### src/rtl/output_port_arbiter.sv
`default_nettype none
// ============================================================================
// Module      : output_port_arbiter
// Description : Per-output-port wormhole arbiter for the mesh router.
//               Picks one requesting input whose FIFO head is a HEADER flit,
//               using a round-robin pointer, and holds that grant until the
//               packet's TAIL flit has been forwarded. Downstream buffer
//               credits gate every flit transfer.
// Ports       : clk        - clock
//               rst        - asynchronous reset, active low
//               req        - per-input routing request for this output
//               valid      - per-input FIFO non-empty
//               flit_id    - per-input head flit id, input i at [i*FLIT_ID_W +: FLIT_ID_W]
//               credit_in  - downstream freed one buffer slot (1-cycle pulse)
//               grant      - registered one-hot grant, 0 when idle
//               sel        - index of granted input (crossbar select)
//               locked     - a packet owns the output
//               fire       - flit transfer this cycle (read enable of input sel)
//               credit_cnt - available downstream credits
//               credit_err - sticky credit overflow flag
//               timeout    - 1-cycle pulse on forced release
// Options     : ARB_TIMEOUT_EN - when defined, a lock with no transfer for
//               TIMEOUT consecutive cycles is forcibly released.
// Revision    : 1.0 - initial release
// ============================================================================
module output_port_arbiter #(
   parameter int NPORTS    = 5,
   parameter int FLIT_ID_W = 3,
   parameter int CREDITS   = 4,
   parameter int TIMEOUT   = 16
) (
   input  logic                           clk,
   input  logic                           rst,
   input  logic [NPORTS-1:0]              req,
   input  logic [NPORTS-1:0]              valid,
   input  logic [NPORTS*FLIT_ID_W-1:0]    flit_id,
   input  logic                           credit_in,
   output logic [NPORTS-1:0]              grant,
   output logic [$clog2(NPORTS)-1:0]      sel,
   output logic                           locked,
   output logic                           fire,
   output logic [$clog2(CREDITS+1)-1:0]   credit_cnt,
   output logic                           credit_err,
   output logic                           timeout
);

   localparam int c_SEL_W = $clog2(NPORTS);
   localparam int c_CNT_W = $clog2(CREDITS+1);

   // Flit id encoding shared with the rest of the router
   localparam logic [FLIT_ID_W-1:0] c_HEADER  = FLIT_ID_W'(1);
   localparam logic [FLIT_ID_W-1:0] c_PAYLOAD = FLIT_ID_W'(2);
   localparam logic [FLIT_ID_W-1:0] c_TAIL    = FLIT_ID_W'(4);

   localparam logic [c_CNT_W-1:0] c_CREDITS_MAX = c_CNT_W'(CREDITS);

   typedef enum logic [0:0] {
      S_IDLE = 1'b0,
      S_LOCK = 1'b1
   } state_t;

   state_t               r_state;
   state_t               w_state_next;
   logic [NPORTS-1:0]    r_grant;
   logic [NPORTS-1:0]    w_grant_next;
   logic [c_SEL_W-1:0]   r_sel;
   logic [c_SEL_W-1:0]   w_sel_next;
   logic [c_SEL_W-1:0]   r_ptr;
   logic [c_SEL_W-1:0]   w_ptr_next;
   logic [c_CNT_W-1:0]   r_credit_cnt;
   logic [c_CNT_W-1:0]   w_credit_next;
   logic                 r_credit_err;
   logic                 w_credit_ovf;

   logic [FLIT_ID_W-1:0] w_fid [NPORTS];
   logic [NPORTS-1:0]    w_cand;
   logic                 w_found;
   logic [c_SEL_W-1:0]   w_win;
   logic                 w_fire;
   logic                 w_tail;
   logic                 w_expire;

   // Per-input flit id slices and header candidates
   for (genvar gi = 0; gi < NPORTS; gi++) begin : g_port
      assign w_fid[gi]  = flit_id[gi*FLIT_ID_W +: FLIT_ID_W];
      assign w_cand[gi] = req[gi] & valid[gi] & (w_fid[gi] == c_HEADER);
   end

   // Round-robin search: indices above the pointer first, then wrap around
   // to indices at or below it, so the last owner has lowest priority.
   always_comb begin
      w_found = 1'b0;
      w_win   = '0;
      for (int i = 0; i < NPORTS; i++) begin
         if (!w_found && w_cand[i] && (c_SEL_W'(i) > r_ptr)) begin
            w_found = 1'b1;
            w_win   = c_SEL_W'(i);
         end
      end
      for (int i = 0; i < NPORTS; i++) begin
         if (!w_found && w_cand[i] && (c_SEL_W'(i) <= r_ptr)) begin
            w_found = 1'b1;
            w_win   = c_SEL_W'(i);
         end
      end
   end

   assign w_fire = (r_state == S_LOCK) && valid[r_sel] && (r_credit_cnt != '0);
   assign w_tail = w_fire && (w_fid[r_sel] == c_TAIL);

`ifdef ARB_TIMEOUT_EN
   localparam int c_TO_W = $clog2(TIMEOUT+1);

   logic [c_TO_W-1:0] r_idle_cnt;
   logic              r_timeout;

   // Expire on the cycle that would bring the idle count up to TIMEOUT.
   assign w_expire = (r_state == S_LOCK) && !w_fire &&
                     (r_idle_cnt == c_TO_W'(TIMEOUT-1));

   always_ff @(posedge clk or negedge rst) begin
      if (!rst) begin
         r_idle_cnt <= '0;
         r_timeout  <= 1'b0;
      end else begin
         r_timeout <= w_expire;
         if (r_state == S_IDLE || w_fire || w_expire) begin
            r_idle_cnt <= '0;
         end else begin
            r_idle_cnt <= r_idle_cnt + c_TO_W'(1);
         end
      end
   end

   assign timeout = r_timeout;
`else
   assign w_expire = 1'b0;
   assign timeout  = 1'b0;
`endif

   // Next-state and grant logic
   always_comb begin
      w_state_next = r_state;
      w_grant_next = r_grant;
      w_sel_next   = r_sel;
      w_ptr_next   = r_ptr;
      case (r_state)
         S_IDLE: begin
            if (w_found) begin
               w_state_next = S_LOCK;
               w_grant_next = NPORTS'(1) << w_win;
               w_sel_next   = w_win;
            end
         end
         S_LOCK: begin
            if (w_tail || w_expire) begin
               w_state_next = S_IDLE;
               w_grant_next = '0;
               w_ptr_next   = r_sel;
            end
         end
         default: begin
            w_state_next = S_IDLE;
            w_grant_next = '0;
         end
      endcase
   end

   // Credit accounting; a simultaneous transfer and return cancel out.
   assign w_credit_ovf = credit_in && (r_credit_cnt == c_CREDITS_MAX);

   always_comb begin
      w_credit_next = r_credit_cnt;
      case ({w_fire, credit_in})
         2'b10:   w_credit_next = r_credit_cnt - c_CNT_W'(1);
         2'b01:   if (r_credit_cnt != c_CREDITS_MAX) w_credit_next = r_credit_cnt + c_CNT_W'(1);
         default: w_credit_next = r_credit_cnt;
      endcase
   end

   always_ff @(posedge clk or negedge rst) begin
      if (!rst) begin
         r_state      <= S_IDLE;
         r_grant      <= '0;
         r_sel        <= '0;
         r_ptr        <= c_SEL_W'(NPORTS-1);
         r_credit_cnt <= c_CREDITS_MAX;
         r_credit_err <= 1'b0;
      end else begin
         r_state      <= w_state_next;
         r_grant      <= w_grant_next;
         r_sel        <= w_sel_next;
         r_ptr        <= w_ptr_next;
         r_credit_cnt <= w_credit_next;
         if (w_credit_ovf) begin
            r_credit_err <= 1'b1;
         end
      end
   end

   assign grant      = r_grant;
   assign sel        = r_sel;
   assign locked     = (r_state == S_LOCK);
   assign fire       = w_fire;
   assign credit_cnt = r_credit_cnt;
   assign credit_err = r_credit_err;

endmodule
`default_nettype wire

### config.mk
export PLATFORM = sky130hd
export DESIGN_NAME = output_port_arbiter
export DESIGN_NICKNAME = d
export VERILOG_FILES = /design/src/rtl/output_port_arbiter.sv
export SDC_FILE = /design/constraint.sdc
export NUM_CORES = 1
export LEC_CHECK = 0
export CAP_MARGIN = 40
export CORE_MARGIN = 2
export CORE_UTILIZATION = 43
export CTS_CLUSTER_DIAMETER = 80
export DETAILED_ROUTE_END_ITERATION = 12
export PLACE_DENSITY = 0.78
export SLEW_MARGIN = 10
export SYNTH_ARGS = -nofsm -noshare
export SYNTH_HDL_FRONTEND = slang
export SYNTH_SLANG_ARGS = --single-unit
### constraint.sdc
create_clock -name clk -period 2.99 [get_ports clk]
set_input_delay 0.598 -clock clk [delete_from_list [all_inputs] [get_ports clk]]
set_output_delay 0.598 -clock clk [all_outputs]
set_load 0.005 [all_outputs]
After elaboration in Yosys (flattened, before gate mapping)
Cells that the tools add are included.
{ "classes": {"add_sub_neg": 2, "magnitude_cmp": 12, "n_eq_ne": 13, "shift": 1, "mux": 32, "n_bitwise": 12, "n_reduce_logical": 38} }
{ "ops": {"columns": ["operator", "n"], "rows": [
  ["two-way mux 3 bit", 9],
  ["logical AND 1 bit", 23],
  ["equality test 3 x 1 -> 1 bit, second input constant", 5],
  ["two-way mux 1 bit", 14],
  ["AND 1 bit", 10],
  ["two-way mux 5 bit", 2],
  ["one-hot mux 5 bit (2 select lines)", 1],
  ["binary-select mux 3 bit (select 3 bit)", 1],
  ["logical NOT 1 bit", 9],
  ["AND reduction 2 bit", 4],
  ["equality test 3 bit, second input constant", 2],
  ["> comparator 1 x 3 -> 1 bit, first input constant", 2],
  ["> comparator 2 x 3 -> 1 bit, first input constant", 2],
  ["<= comparator 1 x 3 -> 1 bit, first input constant", 2],
  ["<= comparator 2 x 3 -> 1 bit, first input constant", 2],
  ["one-hot mux 3 bit (2 select lines)", 1],
  ["left shift 1 x 3 -> 5 bit, first input constant", 1],
  ["greater-or-equal comparator 4 bit, second input constant", 1],
  ["less-than comparator 3 x 4 -> 1 bit, second input constant", 1],
  ["two-way mux 2 bit", 2],
  ["inequality test 2 bit, second input constant", 2],
  ["NOT 3 -> 4 bit", 1],
  ["adder 3 x 1 -> 3 bit, second input constant", 1],
  ["binary-select mux 1 bit (select 3 bit)", 1],
  ["11 further kinds", 11]
]} }
{ "totals": {"regBits": 16, "in_bits": 28} }

Logic depth before layout (Yosys ltp)
Gate-level depths: netlist of run 1.
{ "logic_depth": {"ltp_word": 43, "depth_mapped": 10} }

Least setup slack after synthesis of run 1
Ideal clock, no wire load.
{ "synth_timing": {"path_type": "input-to-reg", "startpoint": "input valid[4]", "endpoint": "register r_credit_cnt[1] (netlist: credit_cnt[1])", "t_arrival_ns": 2.503, "required_time_ns": 2.843, "path_slack_ns": 0.339, "path_stages": 7, "n_path_buf": 0, "path_cell_list": "or3b_4 -> a2111oi_4 -> nand2b_1 -> fa_1 -> mux2_2 -> nand2_1 -> o21ai_0"} }
{ "synth_between": {"word_cells_on_any_way": 10, "classes_between": "eq/ne (3); mux (3); reduce/logical (4)"} }
{ "synth_rtl": {"columns": ["element", "line_no", "rtl"], "rows": [
  ["start: declaration", "35", "input logic [NPORTS-1:0] valid,"],
  ["binary-select mux 1 bit (select 3 bit) *", "108", "assign w_fire = (r_state == S_LOCK) && valid[r_sel] && (r_credit_cnt != '0);"],
  ["two-way mux 1 bit (implied by the code) *", "108", null],
  ["logical AND 1 bit * (2 in series)", "108", null],
  ["named net fire", "41", "output logic fire,"],
  ["equality test 2 x 1 -> 1 bit / equality test 2 bit (equally long branches)", "174", "case ({w_fire, credit_in})"],
  ["one-hot mux 3 bit (2 select lines) *", "174", null],
  ["named net w_credit_next[1]", "71", "logic [c_CNT_W-1:0] w_credit_next;"],
  ["end signal: assignment", "187", "r_credit_cnt <= c_CREDITS_MAX;"],
  ["end signal: assignment", "194", "r_credit_cnt <= w_credit_next;"],
  ["end: declaration", "70", "logic [c_CNT_W-1:0] r_credit_cnt;"]
]} }
Mark *: on every way through the listed nets, which the timed path passes. The rest lies on a longest branch. The select of a mux whose other input is x is not followed.
A chain may end at the register's enable or synchronous reset.

Final worst setup path of run 1
{ "layout_timing": {"startpoint": "input valid[4]", "endpoint": "register r_credit_cnt[1] (netlist: credit_cnt[1])"} }
{ "layout_between": {"word_cells_on_any_way": 10, "classes_between": "eq/ne (3); mux (3); reduce/logical (4)"} }
{ "layout_rtl": {"columns": ["element", "line_no"], "rows": [
  ["binary-select mux 1 bit (select 3 bit) *", "108"],
  ["two-way mux 1 bit (implied by the code) *", "108"],
  ["logical AND 1 bit * (2 in series)", "108"],
  ["equality test 2 x 1 -> 1 bit / equality test 2 bit (equally long branches)", "174"],
  ["one-hot mux 3 bit (2 select lines) *", "174"],
  ["named net w_credit_next[1]", "71"]
]} }
Marks and branches as above.

==> results.ini, run 1 <==
[outcome]
status = finished, final reports clean

[pwr]
worst_ir_drop_vdd_v = 0.0005647
power.density_nw_per_um2 = 728.9
total_leakage_power_nw = 0.6399
power.total_w = 0.001182

[logic_synthesis]
syn_nets = 149
ys.warnings.count = 0
syn_area_um2 = 1131
yosysSeqAreaShare = 0.3562
synth_common_cells = 14 x dfrtp_1, 12 x nand2_1, 10 x o21ai_0
synth-edff-count = 0
synth_top_area_frac = 0.3097
netlist_instances = 120
syn-mean-instance-area_um2 = 9.426
synth_seq_cells = 16
synthDistinctLibCells = 49
synth_flop_cell = dfrtp_1
synth_area_leader_cell = dfrtp_1
async_flop_share = 1.000
synth.most_common_cell = dfrtp_1
synth.area.top_cells = dfrtp_1 31%, dfstp_2 4.6%, o21ai_0 4.4%, nand2_1 4.0%, nor2_1 3.0%

[die]
coreArea_um2 = 2477
die_h_um = 55.29
die_x_um = 55.29
io_pins = 43
start_util = 0.4566
num_rows = 18
die_area_um2 = 3056

[sta]
rsz0062_at_grt = false
worst_slew_pin_slew_ns = 0.8326
period_share = 0.9258
max-slew-margin-rel = 0.4306
fin_crit_ns = 2.768
setup_violations = 0
maxSlewViolCount = 0
fmax_ghz = 0.3613
setup_ws_ns = 0.2219
hold_viol_final = 0
clock_skew_ns = 0.004374

[global_routing]
grt_max_degree = 17
antenna_found_initial = 0
grt_pass1_vias = 1064
grtUsageTotal = 0.2033
grt_pass1_wl_um = 5043
grt_overflow_total = 0

[critical_path]
critical_path_class = in2reg
cp_max_fo = 4
critPathLaunchType = primary input
crit_required_ns = 3.15
crit_arrival_ns = 2.93
r2r_cells = 8
endpoint_kind = flip-flop

[job]
cap_violations = 0

[detailed_routing]
dr.pass1.iters = 4
via_per_inst = 5.653
wl_per_cell_um = 15.44
antenna_left = 0
vias = 1108
drc_errors = 0
drt-total-wl_um = 3027
dr.first_iter.drc_count = 24

[finish]
drive_gt1_frac = 0.1446
area_delta_synth_final_pct = 43.36
nFillCells = 208
insertedDiodeCount = 0
fin_nets = 196

[worst_hold_path]
hp-class = reg2reg
min_path_cells = 1

[cts]
cts_tree = yes
clock-sinks = 16
htreeDepth = 1
cts_setup_buffers = 0
insertion_delay_ns = 0.28
path_clk_slew_ns = 0.10
clock_path_buffers = 2
cts_made_buffers = 3
clock-root-buffer = clkbuf_4

[place]
portBuffers = 41
place_ws_ns = -0.07202
dp_hpwl_um = 2407
place.gp.congestion = 0.8463

[cells by family after synthesis]
logic type / Yosys count / share of synthesized area
adders and majority gates: 1 / 0.01770
DFF: 16 / 0.3562
muxes: 6 / 0.06748
other: 1 / 0.003315
buffers and inverters: 8 / 0.03650
AOI/OAI and AO/OA: 40 / 0.2666
xor gates and xnor gates: 1 / 0.007745
and+or+nand+nor: 47 / 0.2445
[cell usage in the layout, fill, tap and decap left out, types with 4 or more instances in the layout]
cell             synthesis  routed
clkdlybuf4s50_1          0      40
dfrtp_1                 14      14
nand2_1                 12      12
o21ai_0                 10      10
nor2_1                   9       9
a21oi_1                  6       6
inv_1                    5       5
nand3_1                  4       4
a21o_1                   4       4
buf_4                    1       4
[worst max-delay path, stage by stage]
cell,delay (ns)
clkdlybuf4s50_1,0.47
or3b_4,0.39
a2111oi_4,0.43
nand2b_1,0.20
fa_1,0.44
mux2_2,0.27
nand2_1,0.06
o21ai_0,0.08
[state kept, by name, indices dropped and copies added, names as in the netlist]
signal	count
credit_err	1
credit_cnt	3
locked	1
sel	3
grant	5
r_ptr	3
[path summary, 6_finish.rpt]
kind / startpoint / to / slack (ns)
max: valid[4] / credit_cnt[1] / 0.22
min: credit_err / credit_err / 0.49
max reg2reg: sel[0] / credit_cnt[1] / 0.43
max in group asynchronous: rst / sel[0] / 1.79
min in group asynchronous: rst / grant[1] / 0.74
min reg2reg: credit_err / credit_err / 0.49
[per-layer routing]
layer  vias up  track usage  wire (µm)
li1        548            -          -
met1       525       0.2645       1437
met2        33       0.3452       1408
met3         2      0.03981        160
met4         0      0.05226         20
met5         -            0          0
[what timing repair did]
item	in CTS	in global routing
endpoints found under the setup margin	1	0
resized for setup	1	0
hold buffers	0	0
[report_power, final]
part	switching (W)	internal, W	total (W)
combinational	0.000237	0.000364	0.000601
clock	0.0000676	0.0000740	0.000142
sequential	0.000132	0.000307	0.000439
[through the flow]
stage	hold WS [ns]	utilization	cell area [µm²]	cells	setup TNS [ns]
CTS	0.4983	0.6545	1622	196	0
finish	0.4914	0.6545	1622	196	0
floorplan	0.3024	-	1131	120	0
detailed placement	0.4716	0.6404	1587	192	-0.1329
global route	0.5095	0.6545	1622	196	0
global placement	0.4634	0.6404	1587	192	-0.08126
[layout make-up]
type / instances / area [µm²] / share of cell area
Clock buffer: 4 / 36.28 / 0.02238
Timing Repair Buffer: 45 / 439.2 / 0.2708
Inverter: 5 / 18.77 / 0.01157
Multi-Input combinational cell: 96 / 686.9 / 0.4236
Tap cell: 30 / 37.54 / 0.02315
Sequential cell: 16 / 402.9 / 0.2485
(Power assumes the default switching activity.)
==> run 2, diff against run 1 <==
--- a/config.mk
+++ b/config.mk
@@ -10,6 +10,7 @@
 export CORE_UTILIZATION = 43
 export CTS_CLUSTER_DIAMETER = 80
 export DETAILED_ROUTE_END_ITERATION = 12
+export HOLD_SLACK_MARGIN = 0.03
 export PLACE_DENSITY = 0.78
 export SLEW_MARGIN = 10
 export SYNTH_ARGS = -nofsm -noshare
==> results of run 2 <==
The final DEF is identical to that of run 1; final timing and power are the same.
